`config.mk`:
```
export PLATFORM = sky130hd
export DESIGN_NAME = mem_arbiter
export DESIGN_NICKNAME = d
export VERILOG_FILES = /design/src/rtl/mem_arbiter.sv
export SDC_FILE = /design/constraint.sdc
export NUM_CORES = 1
export LEC_CHECK = 0
export BUFFER_PORTS_ARGS = -buffer_cell sky130_fd_sc_hd__buf_2
export CAP_MARGIN = 10
export CORE_MARGIN = 4
export CORE_UTILIZATION = 25
export CTS_BUF_LIST = sky130_fd_sc_hd__clkbuf_16
export CTS_CLUSTER_DIAMETER = 80
export DETAILED_ROUTE_END_ITERATION = 10
export GPL_TIMING_DRIVEN = 0
export PLACE_DENSITY = 0.46
export RECOVER_POWER = 25
export SLEW_MARGIN = 20
export SYNTH_ARGS = -nofsm -noshare
export SYNTH_HDL_FRONTEND = slang
export SYNTH_SLANG_ARGS = --single-unit
export TNS_END_PERCENT = 50
```
`constraint.sdc`:
```
create_clock -name clk -period 1.5 [get_ports clk]
set_input_delay 0.075 -clock clk [delete_from_list [all_inputs] [get_ports clk]]
set_output_delay 0.075 -clock clk [all_outputs]
set_load 0.02 [all_outputs]
```
`src/rtl/mem_arbiter.sv`:
```
// Two-requester arbiter sharing one single-port synchronous RAM; fixed 3-cycle IDLE/ACCESS/RESP transaction.
// Define ARB_ROUND_ROBIN_EN for round-robin on contention; the default build gives port 0 fixed priority.
module mem_arbiter #(
    parameter int DATA_WIDTH = 8,
    parameter int ADDR_WIDTH = 4
) (
    input  logic                  clk,
    input  logic                  rst,
    input  logic                  req0,
    input  logic                  req1,
    input  logic                  we0,
    input  logic                  we1,
    input  logic [ADDR_WIDTH-1:0] addr0,
    input  logic [ADDR_WIDTH-1:0] addr1,
    input  logic [DATA_WIDTH-1:0] wdata0,
    input  logic [DATA_WIDTH-1:0] wdata1,
    output logic                  ack0,
    output logic                  ack1,
    output logic                  done0,
    output logic                  done1,
    output logic [DATA_WIDTH-1:0] rdata0,
    output logic [DATA_WIDTH-1:0] rdata1,
    output logic [ADDR_WIDTH-1:0] mem_addr,
    output logic                  mem_we,
    output logic                  mem_re,
    output logic [DATA_WIDTH-1:0] mem_wdata,
    input  logic [DATA_WIDTH-1:0] mem_rdata,
    output logic                  busy
);

    typedef enum logic [1:0] {
        IDLE   = 2'd0,
        ACCESS = 2'd1,
        RESP   = 2'd2
    } state_t;

    state_t                state, state_nxt;
    logic                  owner, owner_nxt;
    logic                  op_we, op_we_nxt;
    logic                  win;
    logic                  ack0_nxt, ack1_nxt, done0_nxt, done1_nxt;
    logic [DATA_WIDTH-1:0] rdata0_nxt, rdata1_nxt;
    logic [ADDR_WIDTH-1:0] mem_addr_nxt;
    logic [DATA_WIDTH-1:0] mem_wdata_nxt;
    logic                  mem_we_nxt, mem_re_nxt, busy_nxt;
`ifdef ARB_ROUND_ROBIN_EN
    logic                  rr_ptr, rr_ptr_nxt;
`endif

    always_comb begin
        state_nxt     = state;
        owner_nxt     = owner;
        op_we_nxt     = op_we;
        rdata0_nxt    = rdata0;
        rdata1_nxt    = rdata1;
        mem_addr_nxt  = mem_addr;
        mem_wdata_nxt = mem_wdata;
        ack0_nxt      = 1'b0;
        ack1_nxt      = 1'b0;
        done0_nxt     = 1'b0;
        done1_nxt     = 1'b0;
        mem_we_nxt    = 1'b0;
        mem_re_nxt    = 1'b0;
`ifdef ARB_ROUND_ROBIN_EN
        rr_ptr_nxt    = rr_ptr;
        // Contention goes to the port that was not granted last
        win           = (req0 && req1) ? ~rr_ptr : req1;
`else
        win           = ~req0;
`endif
        case (state)
            IDLE: begin
                if (req0 || req1) begin
                    state_nxt     = ACCESS;
                    owner_nxt     = win;
                    op_we_nxt     = win ? we1 : we0;
                    mem_addr_nxt  = win ? addr1 : addr0;
                    mem_wdata_nxt = win ? wdata1 : wdata0;
                    mem_we_nxt    = op_we_nxt;
                    mem_re_nxt    = ~op_we_nxt;
                    ack0_nxt      = ~win;
                    ack1_nxt      = win;
`ifdef ARB_ROUND_ROBIN_EN
                    rr_ptr_nxt    = win;
`endif
                end
            end
            ACCESS: state_nxt = RESP;
            RESP: begin
                state_nxt = IDLE;
                if (owner) begin
                    done1_nxt = 1'b1;
                    if (!op_we) rdata1_nxt = mem_rdata;
                end else begin
                    done0_nxt = 1'b1;
                    if (!op_we) rdata0_nxt = mem_rdata;
                end
            end
            default: state_nxt = IDLE;
        endcase
        busy_nxt = (state_nxt != IDLE);
    end

    always_ff @(posedge clk or negedge rst) begin
        if (!rst) begin
            state     <= IDLE;
            owner     <= 1'b0;
            op_we     <= 1'b0;
            ack0      <= 1'b0;
            ack1      <= 1'b0;
            done0     <= 1'b0;
            done1     <= 1'b0;
            rdata0    <= '0;
            rdata1    <= '0;
            mem_addr  <= '0;
            mem_wdata <= '0;
            mem_we    <= 1'b0;
            mem_re    <= 1'b0;
            busy      <= 1'b0;
`ifdef ARB_ROUND_ROBIN_EN
            rr_ptr    <= 1'b0;
`endif
        end else begin
            state     <= state_nxt;
            owner     <= owner_nxt;
            op_we     <= op_we_nxt;
            ack0      <= ack0_nxt;
            ack1      <= ack1_nxt;
            done0     <= done0_nxt;
            done1     <= done1_nxt;
            rdata0    <= rdata0_nxt;
            rdata1    <= rdata1_nxt;
            mem_addr  <= mem_addr_nxt;
            mem_wdata <= mem_wdata_nxt;
            mem_we    <= mem_we_nxt;
            mem_re    <= mem_re_nxt;
            busy      <= busy_nxt;
`ifdef ARB_ROUND_ROBIN_EN
            rr_ptr    <= rr_ptr_nxt;
`endif
        end
    end

endmodule

```
* Yosys cells after proc, flatten, opt, wreduce, memory -nomap -nowiden
Cells that the tools add are included.
** Word-level totals
- Input port bits :: 38
- Output and inout bits :: 35
- Register bits :: 39
** Operators by class
- Equal/unequal tests :: 2
- Reductions and logical operators :: 6
- Bitwise operators :: 4
- Multiplexer cells :: 17
** Operators with widths (number)
- 1-bit 2-to-1 mux :: 13
- 8-bit 2-to-1 mux :: 1
- 3-bit AND reduction :: 2
- 4-bit 2-to-1 mux :: 1
- 1-bit inverter :: 4
- 2-bit one-hot mux with 2 select lines :: 1
- 2-bit by 1-bit equality test with 1-bit output, second input constant :: 1
- 2-bit equality test, second input constant :: 1
- 2-bit logical NOT :: 1
- 2-bit 2-to-1 mux :: 1
- 2-bit AND reduction :: 1
- 2-bit nonzero test :: 1
- 1-bit logical OR :: 1

* Longest topological paths before layout
Gate-level depths: netlist of the first run.
- Depth in word-level cells :: 4
- Gate-level depth with buffers :: 4
- Gate-level depth less buffers :: 3

* Worst setup path after synthesis of the first run
OpenSTA, ideal clock, no wires.
- Kind :: register to register
- From :: register state[0]
- To :: register rdata0[0]
- Clock period less this slack :: 1.357 ns
- Data required time :: 1.375 ns
- Stages on the path, launching flop included :: 4
- Buffers on the path :: 0
- Setup slack :: 0.143 ns
- Arrival :: 1.232 ns
- Setup time :: 0.125 ns
- Cell sequence :: dfrtp_1 > nand2b_4 > nor3_4 > mux2_4
** On the way
- Word-level cells in the longest chain between the ends :: 2
** Ends and longest elaborated chain
- from (decl) :: line 37 : state_t state, state_nxt;
- from (signal assigned) :: line 124 : state <= state_nxt;
- 2-bit equality test :: line 71 : case (state)
- 3-bit AND reduction (no line)
- to (signal assigned) :: line 131 : rdata0 <= rdata0_nxt;
- to (decl) :: line 21 : output logic [DATA_WIDTH-1:0] rdata0,
No other way between the ends.
A chain may end at the register's enable or synchronous reset.

* Worst setup path after layout of the first run
- From :: register state[1]
- To :: register rdata1[4]
** On the way
- Word-level cells in the longest chain between the ends :: 2
** Ends and longest elaborated chain
- 2-bit equality test :: line 71
- 3-bit AND reduction (no line)
- to (signal assigned) :: line 132 : rdata1 <= rdata1_nxt;
- to (decl) :: line 22 : output logic [DATA_WIDTH-1:0] rdata1,
No other way between the ends.

==> results of run 1 <==
[cell usage in the layout (no fill, tap or decap), types with 3 or more instances in the layout]
master,netlist,layout
inv_1,2,3
clkbuf_1,0,23
dfrtp_1,39,39
mux2_4,16,16
nor2_1,4,4
mux2_2,12,12
clkbuf_16,0,5
mux2_1,12,12
buf_2,0,48
[cell families (layout without fill, tap and decap cells)]
group / Yosys count / in the layout / share of synthesized area, %
mux: 42 / 42 / 31.8
simple gates: 14 / 14 / 5.84
compound gates: 2 / 2 / 1.27
flops: 39 / 39 / 58.4
buf+inv: 6 / 85 / 2.70
[per-layer routing]
metal  up-vias  track usage [%]  wire, um
met5         -                0         0
met4         0             2.30        25
met3         5             4.26       378
met2        59             14.3      1600
met1       523             11.6      1570
li1        512                -         -
[worst paths after layout]
| kind | to | slack [ns] | cells past startpoint |
|---|---|---|---|
| worst max-delay path | rdata1[4] | 0.09 | 4 |
| worst min register to register | mem_addr[2] | 0.50 | 1 |
| worst min-delay path | rdata0[5] | 0.05 | 2 |
| min in group asynchronous | rdata0[7] | 0.46 | 2 |
| worst max register to register | rdata1[4] | 0.09 | 4 |
| max in group asynchronous | mem_addr[0] | 0.50 | 2 |
[where the power goes]
part           internal [mW]  switching (mW)  total [mW]
Clock                  0.590           0.359       0.949
Sequential              1.55           0.291        1.84
Combinational          0.944            1.13        2.08
Total                   3.09            1.79        4.87
[registers in the layout (all words and copies together) (netlist names)]
name / cells
done1: 1
mem_we: 1
state: 2
op_we: 1
rdata0: 8
busy: 1
mem_re: 1
mem_addr: 4
ack1: 1
done0: 1
owner: 1
rdata1: 8
ack0: 1
mem_wdata: 8
[critical path: stages, from the launching register on]
cell	delay (ns)
dfrtp_1	0.46
and3b_1	0.21
and2_1	0.14
buf_6	0.16
mux2_4	0.31
[layout make-up]
type | instances | area [um^2] | share of cell area (%)
sequential | 39 | 976 | 43.2
multi-input combinational | 58 | 654 | 29.0
timing repair buffer | 73 | 357 | 15.8
clock buffer | 5 | 125 | 5.54
tap | 77 | 96.3 | 4.27
buffer | 4 | 37.5 | 1.66
inverter | 2 | 7.51 | 0.333
clock inverter | 1 | 3.75 | 0.166
[timing repair]
item	4_1_cts	5_1_grt
endpoints found under the setup margin	8	5
buffers inserted	1	0
endpoints found under the hold margin	39	0
resized for setup	0	1
pin swaps	1	0
cloned	0	0
hold buffers	1	0
==> results by group, run 1 <==
Finish
  – Area grow syn2layout: 35.1%
  – Nets@finish: roughly 220
  – Antenna cells: 0
  – Layout fillers: about 640
  – Fraction of layout cells with a size suffix above 1: between 50% and 60%
  – Post-route cell area: 2260 um^2
  – Utilization after layout: roughly a third
  – Non-filler cells, final: 259

Die
  – Core area: roughly 6400 um^2
  – Die Y: 89.7 um
  – Starting Density: between 20% and 30%
  – Die W: 89.7 um
  – # rows: 29
  – I/O pins: 73
  – Die area: 8050 um^2

Placement
  – Placed inst area: approximately 2100 um^2
  – Pre-CTS setup slack: -0.0335 ns
  – Dpl hpwl: between 2000 and 3000 um
  – GPL Wtd Cong: between 0.6 and 0.7
  – Cells after DPL: 251
  – PortBufs: 71

Timing
  – Setup_tns: 0 ns
  – RSZ-0062 raised after global routing: false
  – Final min period: 1.41 ns
  – F_max: 712 MHz
  – Post-Route Skew: 0.00379 ns
  – Period utilisation layout: 93.7%
  – Setup violators final: 0
  – Slew at the pin closest to its max-slew limit: between 0.8 and 0.9 ns
  – Fin Hold WS: slightly above 0.05 ns
  – Relative slew slack: 42.0%
  – Slew Limit Fails: 0
  – Hold Fails Final Rpt: 0
  – Worst setup margin: roughly 0.095 ns

Pwr
  – Worst vdd ir: about 0.90 mV
  – PwrDens: 2160 nW/um^2
  – Tot Pwr: about 4.9 mW
  – Lkg Pwr: between 1 and 1.5 nW

Routing
  – Detailed Routing Iterations Pass 1: 3
  – Total Wirelength: 3570 um
  – Drt drc: 0
  – Wire per inst: ~14 um
  – Drt via density: 4.24
  – Antenna viol nets, final: 0
  – 1st-iter DRT viols: 35
  – Via count: 1099

GRT
  – Overflow after GRT: 0
  – Vias in the first global route: 1202
  – Largest net degree at the start of global routing: 40
  – GRT Total Usage: 9.18%
  – Initial antenna violation count: 0
  – First-pass GRT wire length: around 6000 um

Worst setup path
  – CP startpoint: state[1]
  – Crit-path max FO: 8
  – Crit Path Category: reg2reg
  – Worst r2r src: state[1]
  – Critical Path RT: roughly 1.7 ns
  – Worst EP arrival: approximately 1.6 ns
  – CP endpoint kind: flip-flop
  – Worst setup SP type: flip-flop

Synth
  – Most common cell in the netlist: dfrtp_1
  – Synth Area per Inst: around 16 um^2
  – Post-synth EDFFs: 0
  – Sequential area share after synthesis: approximately 58%
  – Ys Warns: 0
  – Ys flop type: dfrtp_1
  – Post-synth top area share: between 50% and 60%
  – Largest cells by area after synthesis: dfrtp_1 58%, mux2_4 14%, mux2_1 8.1%
  – Asr flop ratio synth: 100%
  – Post-synth cell types: 20
  – Syn Nets: around 140
  – Synth top cells by count: 39 x dfrtp_1, 16 x mux2_4, 12 x mux2_1, 12 x mux2_2, 4 x nor2_1
  – Cell count after synthesis: 103
  – FF+latch count, synth: 39
  – Area leader, netlist: dfrtp_1
  – Mapped cell area: 1670 um^2

Clock network
  – CTS tree: done
  – CTS Buffer Depth: 2
  – Clock Latency Late Sink: approximately 0.27 ns
  – Htree depth: 2
  – Root Buffer: clkbuf_16
  – Worst-path clk slew: 0.05 ns
  – Clock tree sinks: 39
  – Clock buffer count from CTS: 5

Outcome
  – Outcome: completed

Worst hold path
  – Hold/Removal Path Class: in2reg
  – Hold Path Origin: mem_rdata[5]

Run
  – Maxcap violations: 0
Note: power is estimated with default switching activity, not from simulation.
==> run 2, diff against run 1 <==
--- a/config.mk
+++ b/config.mk
@@ -7,13 +7,13 @@
 export LEC_CHECK = 0
 export BUFFER_PORTS_ARGS = -buffer_cell sky130_fd_sc_hd__buf_2
 export CAP_MARGIN = 10
-export CORE_MARGIN = 4
-export CORE_UTILIZATION = 25
+export CORE_MARGIN = 2
+export CORE_UTILIZATION = 45
 export CTS_BUF_LIST = sky130_fd_sc_hd__clkbuf_16
 export CTS_CLUSTER_DIAMETER = 80
 export DETAILED_ROUTE_END_ITERATION = 10
 export GPL_TIMING_DRIVEN = 0
-export PLACE_DENSITY = 0.46
+export PLACE_DENSITY = 0.74
 export RECOVER_POWER = 25
 export SLEW_MARGIN = 20
 export SYNTH_ARGS = -nofsm -noshare
==> run 2 against run 1 <==
Compared with the run above: global-route usage up 6.4 points; worst hold slack worse by 0.0022 ns; power increased by 2.7%; flip-flop and latch count stayed put; highest routed layer unchanged; register-to-register slack got worse by 0.02 ns; first-iteration DRC count decreased by 14%; via count up 1.5%; sequential share of layout area up 0.29 points; sequential power is essentially flat; critical path type unchanged; core utilization increased by 27 points; non-clock buffer count stayed put.
==> results by group, run 2 (same netlist as run 1, synthesis figures left out) <==
Pwr
  – PwrDens: between 2000 and 2500 nW/um^2
  – Worst vdd ir: around 1 mV
  – Lkg Pwr: roughly 1.1 nW

Timing
  – Slew at the pin closest to its max-slew limit: 0.849 ns
  – Period utilisation layout: 95.2%
  – Slew Limit Fails: 0
  – Final min period: 1.43 ns
  – Hold Fails Final Rpt: 0
  – Setup violators final: 0
  – Setup_tns: 0 ns
  – Relative slew slack: between 40% and 50%
  – RSZ-0062 raised after global routing: false
  – F_max: between 700 and 800 MHz
  – Post-Route Skew: between 0.003 and 0.004 ns

Finish
  – Commonest non-fill, non-tap cell in the layout: buf_2
  – Layout fillers: 314
  – Top Registers: mem_wdata: 8 flops, rdata0: 8 flops, rdata1: 8 flops
  – Storage cell area: a little under 1000 um^2
  – Area grow syn2layout: 34.2%
  – Multi-input logic area: around 640 um^2
  – Post-route cell area: 2240 um^2
  – Most frequent cells in the layout: 47 x buf_2, 39 x dfrtp_1, 24 x clkbuf_1, 16 x mux2_4
  – Fraction of layout cells with a size suffix above 1: between 40% and 50%
  – Non-filler cells, final: around 230
  – Nets@finish: roughly 220
  – Antenna cells: 0

Die
  – Die Y: 64.9 um
  – I/O pins: between 70 and 80
  – Die area: 4220 um^2
  – Starting Density: a little under half
  – # rows: 22
  – Die W: 64.9 um
  – Core area: between 3000 and 4000 um^2

Routing
  – Antenna viol nets, final: 0
  – Uppermost routed layer: met4
  – Via count: 1116
  – Drt via density: 4.81
  – Detailed Routing Iterations Pass 1: 2
  – Met1 wire length: 1240 um
  – Total Wirelength: 3060 um
  – Met3 wire length: roughly 260 um
  – Wire per inst: roughly 13 um
  – Drt drc: 0
  – 1st-iter DRT viols: 30
  – Routed length on met2: around 1500 um

Placement
  – Dpl hpwl: between 2000 and 2500 um
  – Cells after DPL: 222
  – Placed inst area: 2090 um^2
  – PortBufs: 71
  – GPL Wtd Cong: 0.684

Clock network
  – CTS tree: done
  – Clock buffer count from CTS: 5
  – Clock tree sinks: 39
  – Htree depth: 2
  – CTS Buffer Depth: 2
  – Clock Latency Late Sink: 0.27 ns
  – Worst-path clk slew: around 0.05 ns
  – Root Buffer: clkbuf_16
  – Post_cts resized: 0

GRT
  – First-pass GRT wire length: around 5000 um
  – GRT Total Usage: between 10% and 20%
  – Largest net degree at the start of global routing: 40
  – Initial antenna violation count: 0
  – Overflow after GRT: 0
  – Vias in the first global route: about 1100

Worst setup path
  – Crit Path Category: reg2reg
  – Worst setup SP type: flip-flop
  – Worst EP arrival: 1.58 ns
  – Crit-path max FO: 8
  – CP endpoint kind: flip-flop
  – Critical Path RT: between 1.5 and 2 ns

Outcome
  – Outcome: completed

Run
  – Maxcap violations: 0

Worst hold path
  – Hold/Removal Path Class: in2reg
## run 2: cell count changes in the layout (fill, tap and decap cells not counted), sizes merged
cell and delta:
clkbuf +1, clkinv +2, inv -1, buf -1, bufinv +1
## run 2: what timing repair did
item | in CTS | in global routing
endpoints found under the setup margin | 7 | 0
hold buffers | 1 | 0
buffers inserted | 1 | 0
endpoints found under the hold margin | 39 | 0
## run 2: cell type report
cell class	instances	area share, %
Clock inverter	3	1.73
Multi-Input combinational cell	58	28.6
Timing Repair Buffer	73	15.8
Inverter	2	0.335
Buffer	4	1.67
Clock buffer	5	5.58
Tap cell	48	2.68
Sequential cell	39	43.5
## run 2: path summary, 6_finish.rpt
check / from / endpoint / slack [ns] / cells after the start
worst max register to register: state[0] / rdata0[1] / 0.07 / 4
worst min-delay path: mem_rdata[4] / rdata0[4] / 0.05 / 2
max in group asynchronous: rst / rdata0[7] / 0.52 / 2
min in group asynchronous: rst / done1 / 0.45 / 2
worst max-delay path: state[0] / rdata0[1] / 0.07 / 4
worst min register to register: mem_addr[0] / mem_addr[0] / 0.49 / 1
## run 2: power by group
group,switching [mW],total (mW),internal (mW)
clock network,0.364,1.14,0.774
registers,0.279,1.83,1.55
logic,1.11,2.03,0.921
## run 2: critical path, cell delays in order, from the launching register on
cell and delay (ns):
dfrtp_1 0.41, nand2b_1 0.20, nor3_4 0.23, buf_12 0.16, mux2_4 0.30
## run 2: routing by layer
layer | up-vias | GRT usage [%]
li1 | 513 | -
met1 | 545 | 18.3
met2 | 53 | 27.1
met3 | 5 | 4.69
met4 | 0 | 5.59
met5 | - | 0
## run 2: through the flow
step                      util, %  hold WS (ns)  total power, mW  setup slack (ns)
final                        62.2        0.0493             5.00            0.0716
after global routing         62.2        0.0422             5.30            0.0320
after CTS                    63.2        0.0416             5.18            0.0457
after detailed placement     57.8         0.232             3.97          -0.00125
after global placement       57.8         0.207             3.89            0.0423
after floorplan                 -        -0.221             3.29             0.143
==> run 3, diff against run 2 <==
==> constraint.sdc (replaced) <==
create_clock -name clk -period 1.5 [get_ports clk]
set_input_delay 0.075 -clock clk [delete_from_list [all_inputs] [get_ports clk]]
set_output_delay 0.075 -clock clk [all_outputs]
set_load 0.1 [all_outputs]
==> run 3 against run 2 <==
Compared with the run above: design area up 1.3%; clock skew about the same; routed wire length about the same; non-clock buffer count unchanged.
==> results by group, run 3 (same netlist as run 1, synthesis figures left out) <==
Outcome
  – Outcome: completed

Worst setup path
  – Critical Path RT: 1.66 ns
  – Crit Path Category: reg2reg
  – CP peak stage delay: 0.40 ns
  – Worst EP arrival: 1.58 ns
  – Crit-path max FO: 8
  – CP endpoint kind: flip-flop
  – R2r setup slk: approximately 0.076 ns
  – Worst R2R End: rdata0[1]
  – WP buf/inv: 1
  – CP startpoint: state[0]
  – Critical path depth: 4
  – Slowest-stage cell, CP: dfrtp_1
  – R2R depth: 4
  – Worst setup SP type: flip-flop
  – Worst r2r src: state[0]
  – Setup crit end: rdata0[1]
  – CP Cell Sequence: nand2b_1 > nor3_4 > buf_12 > mux2_4
  – CP top delay family: simple AND/OR/NAND/NOR gates

Routing
  – Drt via density: 4.82
  – Drt drc: 0
  – Antenna viol nets, final: 0
  – Total Wirelength: just over 3000 um
  – Via count: 1118
  – 1st-iter DRT viols: 30
  – Wire per inst: between 10 and 15 um
  – Detailed Routing Iterations Pass 1: 4

Timing
  – Final min period: 1.42 ns
  – Slew at the pin closest to its max-slew limit: around 0.95 ns
  – Worst setup margin: ~0.076 ns
  – RSZ-0062 raised after global routing: false
  – Relative slew slack: a little under two fifths
  – Slew Limit Fails: 0
  – Post-Route Skew: roughly 0.0033 ns
  – Setup violators final: 0
  – Period utilisation layout: a little over nine tenths
  – F_max: ~700 MHz
  – Hold Fails Final Rpt: 0

Die
  – Die area: between 4000 and 5000 um^2
  – # rows: 22
  – Starting Density: about 46%
  – I/O pins: 73
  – Die Y: roughly 65 um
  – Core area: ~3600 um^2
  – Die W: 64.9 um

Finish
  – Nets@finish: between 200 and 250
  – Antenna cells: 0
  – Fraction of layout cells with a size suffix above 1: between 60 and 70%
  – Utilization after layout: a little over three fifths
  – Top Registers: mem_wdata: 8 flops, rdata0: 8 flops, rdata1: 8 flops
  – Commonest non-fill, non-tap cell in the layout: buf_2
  – Most frequent cells in the layout: 58 x buf_2, 39 x dfrtp_1, 16 x mux2_4, 13 x clkbuf_2
  – Post-route cell area: approximately 2300 um^2
  – Area grow syn2layout: 36.0%

Clock network
  – CTS tree: done
  – Htree depth: 2
  – Post_cts resized: 0
  – Root Buffer: clkbuf_16
  – Clock tree sinks: 39
  – Worst-path clk slew: 0.05 ns
  – CTS Buffer Depth: 2
  – Clock buffer count from CTS: 5
  – Clock Latency Late Sink: approximately 0.27 ns

Placement
  – GPL Wtd Cong: 0.684
  – Dpl hpwl: between 2000 and 2500 um
  – Pre-CTS setup slack: -0.00125 ns
  – Placed inst area: 2090 um^2
  – PortBufs: slightly above 70

GRT
  – Vias in the first global route: between 1000 and 1500
  – Largest net degree at the start of global routing: 40
  – GRT Total Usage: around 16%
  – Initial antenna violation count: 0
  – First-pass GRT wire length: 5000 um
  – Overflow after GRT: 0

Run
  – Maxcap violations: 0

Worst hold path
  – Worst Hold Depth: 2
  – Hold/Removal Path Class: in2reg
-- run 3: worst min path at each step --
stage,start,endpoint,slack (ns)
floorplan,rst,ack0,-0.22
global placement,rst,rdata1[2],0.21
detailed placement,rst,rdata1[2],0.23
CTS,mem_rdata[4],rdata1[4],0.04
global route,mem_rdata[4],rdata1[4],0.04
finish,mem_rdata[3],rdata1[3],0.05
-- run 3: cell type report --
cell class / instances / area [um^2]
multi-input combinational: 58 / 642
clock inverter: 3 / 38.8
tap: 48 / 60.1
inverter: 2 / 7.51
sequential: 39 / 976
fill: 302 / 1330
clock buffer: 5 / 125
buffer: 4 / 37.5
timing repair buffer: 73 / 385
-- run 3: per-stage QoR --
step	cells	hold WS [ns]	TNS (ns)
after floorplan	103	-0.221	0
after global placement	222	0.207	0
after detailed placement	222	0.232	-0.00125
after CTS	232	0.0416	0
after global routing	232	0.0422	0
final	232	0.0481	0
-- run 3: worst register-to-register path: cells and delay by family, from the launching register on --
| kind | cells | cell delay, ns |
|---|---|---|
| multiplexers | 1 | 0.31 |
| flip-flops | 1 | 0.40 |
| AND/OR/NAND/NOR | 2 | 0.43 |
| buffers and inverters | 1 | 0.16 |
-- run 3: what timing repair did --
action / 4_1_cts / 5_1_grt
buffers inserted: 1 / 0
hold buffers: 1 / 0
hold endpoints to repair: 39 / 0
setup endpoints to repair: 7 / 0
-- run 3: metal layers --
metal	share of wire, %	global-route usage, %	vias up	wire length, um
li1	-	-	514	-
met1	41	18.3	546	1250
met2	49	27.1	53	1500
met3	8.4	4.69	5	256
met4	1.5	5.59	0	45
met5	0	0	-	0
Power of run 3 is not shown: default switching activity piles up to over one toggle a cycle in this logic, so the estimate is an artifact.
